### config.mk
export PLATFORM = sky130hd
export DESIGN_NAME = pushbutton_reader
export DESIGN_NICKNAME = d
export VERILOG_FILES = /design/src/rtl/pushbutton_reader_pkg.sv /design/src/rtl/pushbutton_reader_bit_sync.sv /design/src/rtl/pushbutton_reader.sv
export SDC_FILE = /design/constraint.sdc
export NUM_CORES = 1
export LEC_CHECK = 0
export ABC_AREA = 1
export BUFFER_PORTS_ARGS = -buffer_cell sky130_fd_sc_hd__buf_4
export CORE_ASPECT_RATIO = 1.75
export CORE_MARGIN = 2
export CORE_UTILIZATION = 50
export CTS_BUF_LIST = sky130_fd_sc_hd__clkbuf_16
export DETAILED_ROUTE_END_ITERATION = 8
export PLACE_DENSITY = 0.75
export SLEW_MARGIN = 20
export SYNTH_ARGS = -nofsm -noshare
export SYNTH_HDL_FRONTEND = slang
export SYNTH_SLANG_ARGS = --single-unit
export TNS_END_PERCENT = 5
### constraint.sdc
create_clock -name clk -period 2 [get_ports clk]
set_input_delay 0.2 -clock clk [delete_from_list [all_inputs] [get_ports clk]]
set_output_delay 0.2 -clock clk [all_outputs]
set_load 0.02 [all_outputs]
### src/rtl/pushbutton_reader_pkg.sv
`default_nettype none
// ============================================================================
//  Module   : pushbutton_reader_pkg
//  Purpose  : Shared state encodings and types for the pushbutton reader.
//  Revision : 1.0  initial release
// ============================================================================
package pushbutton_reader_pkg;

    typedef logic [1:0] btn_state_t;

    // Debounce FSM encodings
    localparam btn_state_t c_ST_RELEASED   = 2'd0;
    localparam btn_state_t c_ST_DB_PRESS   = 2'd1;
    localparam btn_state_t c_ST_PRESSED    = 2'd2;
    localparam btn_state_t c_ST_DB_RELEASE = 2'd3;

endpackage : pushbutton_reader_pkg
`default_nettype wire

### src/rtl/pushbutton_reader_bit_sync.sv
`default_nettype none
// ============================================================================
//  Module   : bit_sync
//  Purpose  : Multi-flop synchroniser for a single asynchronous pad. The whole
//             chain resets to RST_VAL so no spurious edge appears at reset.
//  Revision : 1.0  initial release
// ============================================================================
module bit_sync #(
    parameter int   STAGES  = 2,
    parameter logic RST_VAL = 1'b0
) (
    input  logic clk,
    input  logic rst_n,
    input  logic d,
    output logic q
);

    logic [STAGES-1:0] r_chain;

    // Shift the pad sample through the chain; index 0 is the metastable stage
    always_ff @(posedge clk or negedge rst_n) begin
        if (!rst_n) begin
            r_chain <= {STAGES{RST_VAL}};
        end else begin
            r_chain <= {r_chain[STAGES-2:0], d};
        end
    end

    assign q = r_chain[STAGES-1];

endmodule : bit_sync
`default_nettype wire

### src/rtl/pushbutton_reader.sv
`default_nettype none
// ============================================================================
//  Module   : pushbutton_reader
//  Purpose  : Synchronises and debounces a user pushbutton; reports clean level,
//             press/release/long-press strobes, a short-press toggle and a
//             wrapping press counter. All outputs are registered.
//  Revision : 1.0  initial release
// ============================================================================
module pushbutton_reader
    import pushbutton_reader_pkg::*;
#(
    parameter int SYNC_STAGES  = 2,
    parameter int DEBOUNCE_CNT = 240000,
    parameter int LONG_CNT     = 12000000,
    parameter int ACTIVE_LOW   = 1,
    parameter int CNT_W        = 24
) (
    input  logic       clk,
    input  logic       rst_n,
    input  logic       btn_in,
    output logic       btn_level,
    output logic       press_pulse,
    output logic       release_pulse,
    output logic       long_pulse,
    output logic       toggle,
    output logic [7:0] click_cnt
);

    // Pad level that means "not pressed"; also the synchroniser reset value
    localparam logic             c_IDLE_PAD = (ACTIVE_LOW != 0);
    localparam logic [CNT_W-1:0] c_DB_LAST  = CNT_W'(DEBOUNCE_CNT - 1);
    localparam logic [CNT_W-1:0] c_LG_LAST  = CNT_W'(LONG_CNT - 1);

    logic             w_sync;
    logic             w_s;
    logic             w_db_done;

    btn_state_t       r_state;
    btn_state_t       w_next_state;

    logic [CNT_W-1:0] r_db_cnt,     w_db_cnt_nxt;
    logic [CNT_W-1:0] r_hold_cnt,   w_hold_cnt_nxt;
    logic             r_long_fired, w_long_fired_nxt;
    logic             r_level,      w_level_nxt;
    logic             r_press,      w_press_nxt;
    logic             r_release,    w_release_nxt;
    logic             r_long,       w_long_nxt;
    logic             r_toggle,     w_toggle_nxt;
    logic [7:0]       r_click,      w_click_nxt;

    bit_sync #(
        .STAGES  (SYNC_STAGES),
        .RST_VAL (c_IDLE_PAD)
    ) u_sync (
        .clk   (clk),
        .rst_n (rst_n),
        .d     (btn_in),
        .q     (w_sync)
    );

    // Normalise polarity so w_s = 1 always means pressed
    assign w_s       = w_sync ^ c_IDLE_PAD;
    assign w_db_done = (r_db_cnt == c_DB_LAST);

    // State register
    always_ff @(posedge clk or negedge rst_n) begin
        if (!rst_n) begin
            r_state <= c_ST_RELEASED;
        end else begin
            r_state <= w_next_state;
        end
    end

    // Next-state decode: any contrary sample during debounce falls back
    always_comb begin
        w_next_state = r_state;
        case (r_state)
            c_ST_RELEASED:   if (w_s)            w_next_state = c_ST_DB_PRESS;
            c_ST_DB_PRESS:   if (!w_s)           w_next_state = c_ST_RELEASED;
                             else if (w_db_done) w_next_state = c_ST_PRESSED;
            c_ST_PRESSED:    if (!w_s)           w_next_state = c_ST_DB_RELEASE;
            c_ST_DB_RELEASE: if (w_s)            w_next_state = c_ST_PRESSED;
                             else if (w_db_done) w_next_state = c_ST_RELEASED;
            default:                             w_next_state = c_ST_RELEASED;
        endcase
    end

    // Output/datapath decode: next values of counters, flags and strobes
    always_comb begin
        w_db_cnt_nxt     = r_db_cnt;
        w_hold_cnt_nxt   = r_hold_cnt;
        w_long_fired_nxt = r_long_fired;
        w_level_nxt      = r_level;
        w_press_nxt      = 1'b0;
        w_release_nxt    = 1'b0;
        w_long_nxt       = 1'b0;
        w_toggle_nxt     = r_toggle;
        w_click_nxt      = r_click;
        case (r_state)
            c_ST_RELEASED: begin
                if (w_s) w_db_cnt_nxt = '0;
            end
            c_ST_DB_PRESS: begin
                if (w_s) begin
                    if (w_db_done) begin
                        w_level_nxt      = 1'b1;
                        w_press_nxt      = 1'b1;
                        w_click_nxt      = r_click + 8'd1;
                        w_hold_cnt_nxt   = '0;
                        w_long_fired_nxt = 1'b0;
                    end else begin
                        w_db_cnt_nxt = r_db_cnt + 1'b1;
                    end
                end
            end
            c_ST_PRESSED: begin
                if (!w_s) begin
                    w_db_cnt_nxt = '0;
                end else begin
                    // Hold counter saturates so long_fired alone gates repeats
                    if (r_hold_cnt != c_LG_LAST) w_hold_cnt_nxt = r_hold_cnt + 1'b1;
                    if ((r_hold_cnt == c_LG_LAST) && !r_long_fired) begin
                        w_long_nxt       = 1'b1;
                        w_long_fired_nxt = 1'b1;
                    end
                end
            end
            c_ST_DB_RELEASE: begin
                // hold_cnt is frozen here so a rejected bounce resumes the hold
                if (!w_s) begin
                    if (w_db_done) begin
                        w_level_nxt   = 1'b0;
                        w_release_nxt = 1'b1;
                        if (!r_long_fired) w_toggle_nxt = ~r_toggle;
                    end else begin
                        w_db_cnt_nxt = r_db_cnt + 1'b1;
                    end
                end
            end
            default: ;
        endcase
    end

    // Datapath and output registers
    always_ff @(posedge clk or negedge rst_n) begin
        if (!rst_n) begin
            r_db_cnt     <= '0;
            r_hold_cnt   <= '0;
            r_long_fired <= 1'b0;
            r_level      <= 1'b0;
            r_press      <= 1'b0;
            r_release    <= 1'b0;
            r_long       <= 1'b0;
            r_toggle     <= 1'b0;
            r_click      <= 8'd0;
        end else begin
            r_db_cnt     <= w_db_cnt_nxt;
            r_hold_cnt   <= w_hold_cnt_nxt;
            r_long_fired <= w_long_fired_nxt;
            r_level      <= w_level_nxt;
            r_press      <= w_press_nxt;
            r_release    <= w_release_nxt;
            r_long       <= w_long_nxt;
            r_toggle     <= w_toggle_nxt;
            r_click      <= w_click_nxt;
        end
    end

    assign btn_level     = r_level;
    assign press_pulse   = r_press;
    assign release_pulse = r_release;
    assign long_pulse    = r_long;
    assign toggle        = r_toggle;
    assign click_cnt     = r_click;

endmodule : pushbutton_reader
`default_nettype wire

==> metrics.cfg, run 1 <==
[outcome]
status = finished with violations
violations = hold timing

[timing]
setup_viol = 0
drv_slew = 0
max_slew_margin_pct = 43.6
max_freq_mhz = 550
tightest_slew_ps = 847
clock_skew_ps = 7.04
hold_ws_ps = -31.5
worst_slack_ps = 182
final_hold_viol_count = 44
fin_crit_ps = 1820
fin_crit_sh_pct = 90.9

[pwr]
power_report.internal_total_w = 0.00272
leakage_nw = 2.25
irDropWorstVdd_uv = 482
combPwrFrac_pct = 3.4
p_sw_w = 0.000710
swShare_pct = 20.7
pwr-share-seq_pct = 39.7
p_total_w = 0.00343
power_density_mw_per_mm2 = 688
clkPwrFrac_pct = 56.9

[yosys]
synthFlopType = dfrtp_1
synth_area_leaders = dfrtp_1 37%, nand2_1 22%, nor2_1 11%
synth.largest_area_cell = dfrtp_1
ys_types = 34
synthCells = 653
ys_ff_latch = 66
synth_seq_area_share_pct = 38.2
synth_common_cells = 258 x nand2_1, 127 x nor2_1, 64 x dfrtp_1, 45 x nand3_1, 40 x inv_1
synthArstFlopShare_pct = 100
synth_area_per_cell_um2 = 6.63
synthesis.nets = 659
synth_edf_count = 0
netlist_area_mm2 = 0.00433
yosys_warnings = 0
synth_most_common_cell = nand2_1
synth_top_area_share_pct = 37.0

[global_route]
grt_pass1_vias = 4032
antenna_found_initial = 0
grt_start_max_net_pins = 67
grt_pass1_wl_mm = 18.4
gr-usage-all-layers_pct = 25.3
grt_overflow = 0

[die]
num_rows = 45
dieWidth_um = 74.4
die_y_um = 127
die_area_mm2 = 0.00945
boundaryPins = 16
start_util_pct = 50.6
core-area_mm2 = 0.00856

[route]
routed_wl_mm = 10.9
drtAntennaViolNets = 0
routed_via_density = 5.09
drt_iter0_markers = 244
vias = 4072
drc_errors = 0
first_pass_iters = 4
detail_route.wl_per_cell_um = 13.6

[worst_setup_path]
crit_arrival_ps = 2030
worstSetupPathType = flip-flop to flip-flop
cp_max_fo = 7
required_ps = 2210
endpoint_kind = flip-flop
start_kind = flip-flop

[placement]
placed_cell_area_mm2 = 0.00461
io_buffers = 15
dp_hpwl_mm = 7.83
gp_congestion = 0.984
place_ws_ps = 123

[layout]
num-fill-cells = 830
n_antenna_cell = 0
final_cell_area_mm2 = 0.00499
syn_to_final_growth_pct = 15.2
drive_gt1_share_pct = 12.4
nets = 684

[clock_tree]
cts_tree = done
cts.sinks = 66
cts_buffers = 9
clk_pin_slew_ps = 60
root_buffer = clkbuf_16
clock_latency_ps = 340
clock_path_buffers = 2
post_cts_buffers = 0
htree_levels = 3

[flow_run]
maxCapViolations = 0

[min_path]
holdCritPathClass = primary input to asynchronous set/reset pin

-- kinds of logic (layout without fill, tap and decap cells) --
family / Yosys count / in the layout / synth area share [%]
AND/OR/NAND/NOR: 474 / 474 / 46.5
flip-flops: 66 / 66 / 38.2
buffers and inverters: 61 / 91 / 6.18
XOR/XNOR: 28 / 28 / 5.66
AO/OA/AOI/OAI: 21 / 21 / 2.57
adder cells (fa/ha/maj): 3 / 3 / 0.867
-- registers in the layout, indices dropped and copies added, names as in the netlist, named ones only --
name,cells
r_state,1
release_pulse,1
r_long_fired,1
long_pulse,1
btn_level,1
toggle,1
u_sync.r_chain,2
r_hold_cnt,24
r_db_cnt,24
press_pulse,1
click_cnt,8
-- timing repair --
action / 4_1_cts / 5_1_grt
hold buffers: 1 / 0
hold endpoints to repair: 1 / 0
setup endpoints to repair: 0 / 10
gates resized for setup: 0 / 2
-- power groups by stage --
stage | clock (W) | combinational [W] | sequential, W
after floorplan | 0 | 0.0000667 | 0.00138
after global placement | 0 | 0.000112 | 0.00139
after detailed placement | 0 | 0.000115 | 0.00139
after CTS | 0.00199 | 0.000117 | 0.00136
after global routing | 0.00205 | 0.000130 | 0.00136
final | 0.00195 | 0.000116 | 0.00136
-- worst paths after layout --
path	endpoint	slack [ps]	depth (start not counted)	from
max in group asynchronous	r_db_cnt[13]	1480	1	rst_n
min	toggle	-30	1	rst_n
min reg2reg	u_sync.r_chain[1]	360	0	u_sync.r_chain[0]
max reg2reg	r_long_fired	180	8	r_db_cnt[0]
max	r_long_fired	180	8	r_db_cnt[0]
min in group clk	u_sync.r_chain[1]	360	0	u_sync.r_chain[0]
-- critical path: stages (launching register included) --
cell,delay (ps)
dfrtp_1,440
ha_2,310
nand3_4,120
nor2_1,190
nand3_1,90
nor2_1,220
nand2_2,160
nand2_1,90
o21ai_0,80
-- layout by cell type, fill, tap and decap left out, drive strengths merged, types with 2 or more instances in the layout --
| cell type | instances |
|---|---|
| nand3 | 48 |
| nand4 | 5 |
| nor2 | 135 |
| o21ai | 18 |
| or2 | 6 |
| clkinv | 4 |
| ha | 3 |
| a21oi | 2 |
| nor3b | 2 |
| xor2 | 16 |
| buf | 25 |
| inv | 48 |
| dfstp | 2 |
| bufinv | 4 |
| nand2 | 273 |
| clkbuf | 9 |
| xnor2 | 12 |
| nor3 | 4 |
| dfrtp | 64 |
-- layout make-up --
| class | count | area (µm²) | share of cell area (%) |
|---|---|---|---|
| clock inverters | 7 | 141 | 2.83 |
| flip-flops and latches | 66 | 1650 | 33.2 |
| well taps | 117 | 146 | 2.93 |
| multi-input cells | 526 | 2410 | 48.4 |
| repair buffers | 26 | 223 | 4.46 |
| inverters | 49 | 184 | 3.69 |
| clock buffers | 9 | 225 | 4.51 |
-- per-layer routing --
metal | share of wire [%] | track usage (%)
met1 | 37 | 26.5
met2 | 57 | 46.7
met3 | 2.6 | 5.13
met4 | 3.1 | 11.1
met5 | 0 | 0
-- per-stage QoR --
| step | std cells | util (%) | TNS, ps |
|---|---|---|---|
| finish | 800 | 58.3 | 0 |
| global route | 800 | 58.3 | -63.6 |
| CTS | 800 | 58.2 | 0 |
| detailed placement | 783 | 53.8 | 0 |
| global placement | 783 | 53.8 | 0 |
| floorplan | 653 | - | 0 |
No activity file was read; power rests on OpenSTA's default activity.
==> run 2: changes to the inputs <==
Settings changed: SYNTH_HIERARCHICAL set to 1.
==> metrics.cfg, run 2 <==
[worst_setup_path]
worstPathCellList = ha_1 > nand3_2 > nor2_4 > nand3_4 > a21oi_4 > nand2_4 > nand2_1 > nand2_1  ; was ha_2 > nand3_4 > nor2_1 > nand3_1 > nor2_1 > nand2_2 > nand2_1 > o21ai_0
worst-path-buf-inv = 0  ; unchanged
worstSetupPathType = flip-flop to flip-flop  ; unchanged
slowest_delay_ps = 380  ; was 440 ps
crit_arrival_ps = 2010  ; was 2030 ps
cp_common_cell = nand2_1  ; was nor2_1
endpoint_kind = flip-flop  ; unchanged
cp_max_fo = 24  ; was 7
start_kind = flip-flop  ; unchanged
required_ps = 2220  ; was 2210 ps
critPathSlowestCell = dfrtp_1  ; unchanged
cp_top_family = simple AND/OR/NAND/NOR gates  ; unchanged

[layout]
num-fill-cells = 757  ; was 830
drive_gt1_share_pct = 11.7  ; was 12.4%
ff_latch_area_mm2 = 0.00165  ; unchanged
multi_input_area_mm2 = 0.00220  ; was 0.00241 mm²
nets = 626  ; was 684
syn_to_final_growth_pct = 12.9  ; was 15.2%
n_antenna_cell = 0  ; unchanged
mostFrequentLayoutCells = 207 x nand2_1, 88 x nor2_1, 64 x dfrtp_1  ; was 257 x nand2_1, 127 x nor2_1, 64 x dfrtp_1
mostFrequentLayoutCell = nand2_1  ; unchanged

[yosys]
synth.largest_area_cell = dfrtp_1  ; unchanged
synth_area_per_cell_um2 = 7.00  ; was 6.63 µm²
synth_edf_count = 0  ; unchanged
ys_types = 37  ; was 34
synthCells = 594  ; was 653
synth_area_leaders = dfrtp_1 39%, nand2_1 19%, nor2_1 8.0%  ; was dfrtp_1 37%, nand2_1 22%, nor2_1 11%
synth_common_cells = 207 x nand2_1, 89 x nor2_1, 64 x dfrtp_1, 54 x inv_1, 32 x nand3_1  ; was 258 x nand2_1, 127 x nor2_1, 64 x dfrtp_1, 45 x nand3_1, 40 x inv_1
netlist_area_mm2 = 0.00416  ; was 0.00433 mm²
synth_most_common_cell = nand2_1  ; unchanged
ys_ff_latch = 66  ; unchanged
synth_seq_area_share_pct = 39.8  ; was 38.2%
synthArstFlopShare_pct = 100  ; unchanged
synthFlopType = dfrtp_1  ; unchanged
yosys_warnings = 6  ; was 0
synthesis.nets = 600  ; was 659
synth_top_area_share_pct = 38.5  ; was 37.0%

[clock_tree]
cts.sinks = 66  ; unchanged
clk_pin_slew_ps = 50  ; was 60 ps
clock_path_buffers = 2  ; unchanged
clock_latency_ps = 330  ; was 340 ps
root_buffer = clkbuf_16  ; unchanged
htree_levels = 3  ; unchanged
cts_buffers = 9  ; unchanged
cts_tree = done  ; unchanged
post_cts_buffers = 0  ; unchanged

[route]
first_pass_iters = 4  ; unchanged
drtAntennaViolNets = 0  ; unchanged
vias = 3790  ; was 4072
detail_route.wl_per_cell_um = 14.1  ; was 13.6 µm
drt_iter0_markers = 241  ; was 244
routed_via_density = 5.29  ; was 5.09
routed_wl_mm = 10.1  ; was 10.9 mm
drc_errors = 0  ; unchanged

[placement]
io_buffers = 15  ; unchanged
gp_congestion = 0.950  ; was 0.984
dp_hpwl_mm = 7.55  ; was 7.83 mm
place_ws_ps = 119  ; was 123 ps

[timing]
final_hold_viol_count = 59  ; was 44
fin_crit_sh_pct = 89.6  ; was 90.9%
hold_ws_ps = -27.2  ; was -31.5 ps
max_slew_margin_pct = 45.4  ; was 43.6%
max_freq_mhz = 558  ; was 550 MHz
worst_slack_ps = 209  ; was 182 ps
setup_tns_ps = 0  ; unchanged
clock_skew_ps = 8.14  ; was 7.04 ps
tightest_slew_ps = 819  ; was 847 ps
setup_viol = 0  ; unchanged
rsz0062_at_grt = no
fin_crit_ps = 1790  ; was 1820 ps
drv_slew = 0  ; unchanged

[die]
num_rows = 44  ; was 45
boundaryPins = 16  ; unchanged
core-area_mm2 = 0.00820  ; was 0.00856 mm²
die_area_mm2 = 0.00909  ; was 0.00945 mm²
die_y_um = 125  ; was 127 µm
dieWidth_um = 72.9  ; was 74.4 µm
start_util_pct = 50.7  ; was 50.6%

[global_route]
gr-usage-all-layers_pct = 24.2  ; was 25.3%
grt_pass1_vias = 3810  ; was 4032
grt_util_met2_pct = 44.3  ; was 46.7%
grt_start_max_net_pins = 67  ; unchanged
grt_pass1_wl_mm = 17.0  ; was 18.4 mm
met1_usage_pct = 24.3  ; was 26.5%
antenna_found_initial = 0  ; unchanged
grt.busiest_layer = met2  ; unchanged
grt_overflow = 0  ; unchanged
use_met3_pct = 4.69  ; was 5.13%

[outcome]
status = finished with violations  ; unchanged
violations = hold timing  ; unchanged

[pwr]
leakage_nw = 2.13  ; was 2.25 nW
irDropWorstVdd_uv = 517  ; was 482 µV
power_density_mw_per_mm2 = 633  ; was 688 mW/mm²

[flow_run]
maxCapViolations = 0  ; unchanged

[min_path]
holdCritPathClass = primary input to asynchronous set/reset pin  ; unchanged

run 2: cells by family after synthesis:
kind of cell	count (synthesis)	synth area share, %
AND/OR/NAND/NOR	385	40.1
AO/OA/AOI/OAI	31	4.12
XOR/XNOR	36	7.58
flip-flops	66	39.8
buffers and inverters	73	7.52
adder cells (fa/ha/maj)	3	0.903
run 2: metal layers:
metal	vias to the layer above	share of wire [%]
met3	28	3.3
met2	94	57
met1	1766	36
li1	1902	-
met4	0	4.1
met5	-	0
run 2: stage by stage:
stage | std cells | utilization [%] | instance area [µm²] | power (W)
after floorplan | 594 | - | 4160 | 0.00144
after global placement | 700 | 53.6 | 4400 | 0.00149
after detailed placement | 700 | 53.6 | 4400 | 0.00149
after CTS | 717 | 57.2 | 4690 | 0.00300
after global routing | 717 | 57.3 | 4700 | 0.00306
final | 717 | 57.3 | 4700 | 0.00297
run 2: report_power, final:
group,internal [W],switching [W],leakage [nW]
clock network,0.000941,0.000560,0.154
registers,0.00135,0.0000118,0.911
logic,0.0000295,0.0000810,1.07
total,0.00232,0.000652,2.13
run 2: what timing repair did:
item / in CTS / in global routing
resized for setup: 0 / 2
hold buffers: 1 / 0
setup endpoints to repair: 0 / 8
endpoints found under the hold margin: 1 / 0
run 2: cell type report:
class / instances / share of cell area, %
multi-input combinational: 455 / 46.8
sequential: 66 / 35.2
inverter: 61 / 4.90
clock buffer: 9 / 4.79
timing repair buffer: 27 / 4.64
tap: 92 / 2.45
clock inverter: 7 / 1.17
run 2: final timing paths:
kind / depth (start not counted) / slack [ps] / start / endpoint
setup / recovery: 8 / 210 / r_db_cnt[0] / r_hold_cnt[8]
hold / removal: 1 / -30 / rst_n / r_hold_cnt[22]
setup reg to reg: 8 / 210 / r_db_cnt[0] / r_hold_cnt[8]
hold reg to reg: 0 / 360 / u_sync/r_chain[0] / u_sync/r_chain[1]
max in group asynchronous: 1 / 1490 / rst_n / r_db_cnt[23]
min in group clk: 0 / 360 / u_sync/r_chain[0] / u_sync/r_chain[1]
run 2: worst register-to-register path: cells and delay by family, from the launching register on:
kind	cells	cell delay [ps]
simple gates	6	820
flops	1	380
fa+ha+maj	1	260
compound gates	1	210
==> run 3: changes to the inputs <==
Settings changed: CTS_BUF_LIST sky130_fd_sc_hd__clkbuf_16 to not set.
==> metrics.cfg, run 3 (synthesis gave the netlist of run 2 again) <==
[outcome]
status = finished with violations  ; unchanged
violations = hold timing  ; unchanged

[die]
dieWidth_um = 72.9  ; unchanged
num_rows = 44  ; unchanged
start_util_pct = 50.7  ; unchanged
die_y_um = 125  ; unchanged
boundaryPins = 16  ; unchanged
core-area_mm2 = 0.00820  ; unchanged
die_area_mm2 = 0.00909  ; unchanged

[global_route]
antenna_found_initial = 0  ; unchanged
grt_start_max_net_pins = 67  ; unchanged
grt_pass1_vias = 3810  ; unchanged
gr-usage-all-layers_pct = 24.2  ; unchanged
grt_overflow = 0  ; unchanged
grt_pass1_wl_mm = 17.0  ; unchanged

[placement]
dp_hpwl_mm = 7.55  ; unchanged
place_ws_ps = 119  ; unchanged
io_buffers = 15  ; unchanged
gp_congestion = 0.950  ; unchanged

[timing]
max_freq_mhz = 555  ; was 558 MHz
hold_ws_ps = -24.9  ; was -27.2 ps
fin_crit_sh_pct = 90.1  ; was 89.6%
setup_viol = 0  ; unchanged
max_slew_margin_pct = 44.4  ; was 45.4%
final_hold_viol_count = 50  ; was 59
fin_crit_ps = 1800  ; was 1790 ps
tightest_slew_ps = 834  ; was 819 ps
rsz0062_at_grt = no  ; unchanged
setup_tns_ps = 0  ; unchanged
worst_slack_ps = 198  ; was 209 ps
drv_slew = 0  ; unchanged
clock_skew_ps = 8.01  ; was 8.14 ps

[route]
drtAntennaViolNets = 0  ; unchanged
detail_route.wl_per_cell_um = 14.2  ; was 14.1 µm
drc_errors = 0  ; unchanged
first_pass_iters = 4  ; unchanged
vias = 3818  ; was 3790
routed_wl_mm = 10.2  ; was 10.1 mm
drt_iter0_markers = 228  ; was 241
routed_via_density = 5.32  ; was 5.29

[worst_setup_path]
crit_start = r_db_cnt[0]  ; unchanged
reg2reg_from = r_db_cnt[0]  ; unchanged
ff2ff_path_depth = 8  ; unchanged
endpoint_kind = flip-flop  ; unchanged
start_kind = flip-flop  ; unchanged
cp_max_fo = 24  ; unchanged
crit_end = r_hold_cnt[8]  ; unchanged
rrSetupSlack_ps = 200  ; was 210 ps
worstSetupPathType = flip-flop to flip-flop  ; unchanged
timing.rr.end = r_hold_cnt[8]  ; unchanged
required_ps = 2220  ; about the same
crit_arrival_ps = 2020  ; was 2010 ps

[clock_tree]
htree_levels = 3  ; unchanged
clock_latency_ps = 330  ; about the same
cts.sinks = 66  ; unchanged
cts_buffers = 9  ; unchanged
root_buffer = clkbuf_16  ; unchanged
clk_pin_slew_ps = 50  ; about the same
cts_tree = done  ; unchanged
clock_path_buffers = 2  ; unchanged

[layout]
drive_gt1_share_pct = 11.7  ; unchanged
mostFrequentLayoutCells = 207 x nand2_1, 88 x nor2_1, 64 x dfrtp_1  ; unchanged
syn_to_final_growth_pct = 12.9  ; unchanged
nets = 626  ; unchanged
mostFrequentLayoutCell = nand2_1  ; unchanged
n_antenna_cell = 0  ; unchanged

[flow_run]
maxCapViolations = 0  ; unchanged

[min_path]
holdCritPathClass = primary input to asynchronous set/reset pin  ; unchanged

[pwr]
leakage_nw = 2.12  ; was 2.13 nW
power_density_mw_per_mm2 = 636  ; was 633 mW/mm²
irDropWorstVdd_uv = 517  ; about the same

-- run 3: report_power, final --
group | total [W] | internal [W] | switching (W)
Sequential | 0.00136 | 0.00135 | 0.0000120
Combinational | 0.000111 | 0.0000295 | 0.0000813
Clock | 0.00151 | 0.000961 | 0.000553
Total | 0.00299 | 0.00234 | 0.000647
-- run 3: worst min path at each step --
stage,startpoint,end,slack [ps]
6_report,rst_n,r_hold_cnt[22],-20
5_1_grt,rst_n,r_hold_cnt[22],50
3_5_place_dp,btn_in,u_sync/r_chain[0],310
4_1_cts,rst_n,r_hold_cnt[22],4
3_3_place_gp,btn_in,u_sync/r_chain[0],310
2_1_floorplan,rst_n,asynchronous set/reset pin,-100
-- run 3: worst max-delay path, stage by stage, from the launching register on --
cell     delay [ps]
dfrtp_1         380
ha_1            260
nand3_2         160
nor2_4          170
nand3_4         130
a21oi_4         200
nand2_4         200
nand2_1         110
nand2_1          70
-- run 3: timing repair --
action / in CTS / in global routing
buffers inserted: 0 / 0
hold endpoints to repair: 1 / 0
gates resized for setup: 0 / 2
hold buffers: 1 / 0
endpoints found under the setup margin: 0 / 9
-- run 3: stage by stage --
step	util, %	instances	instance area [µm²]	hold slack, ps	power (W)
final	57.3	717	4700	-24.9	0.00299
after global routing	57.3	717	4700	49.5	0.00308
after CTS	57.2	717	4690	3.92	0.00302
after detailed placement	53.6	700	4400	312	0.00149
after global placement	53.6	700	4400	311	0.00149
after floorplan	-	594	4160	-95.6	0.00144
-- run 3: layout make-up --
cell class	instances	area, µm²
Timing Repair Buffer	27	218
Sequential cell	66	1650
Clock buffer	13	240
Fill cell	757	3510
Clock inverter	3	40.0
Multi-Input combinational cell	455	2200
Tap cell	92	115
Inverter	61	230
-- run 3: per-layer routing --
metal  wire length (µm)  up-vias  part of all wire [%]  GRT usage [%]
met2               5690      106                    56           44.2
met4                415        0                   4.1           13.8
met3                297       29                   2.9           4.69
met5                  0        -                     0              0
li1                   -     1901                     -              -
met1               3760     1782                    37           24.3
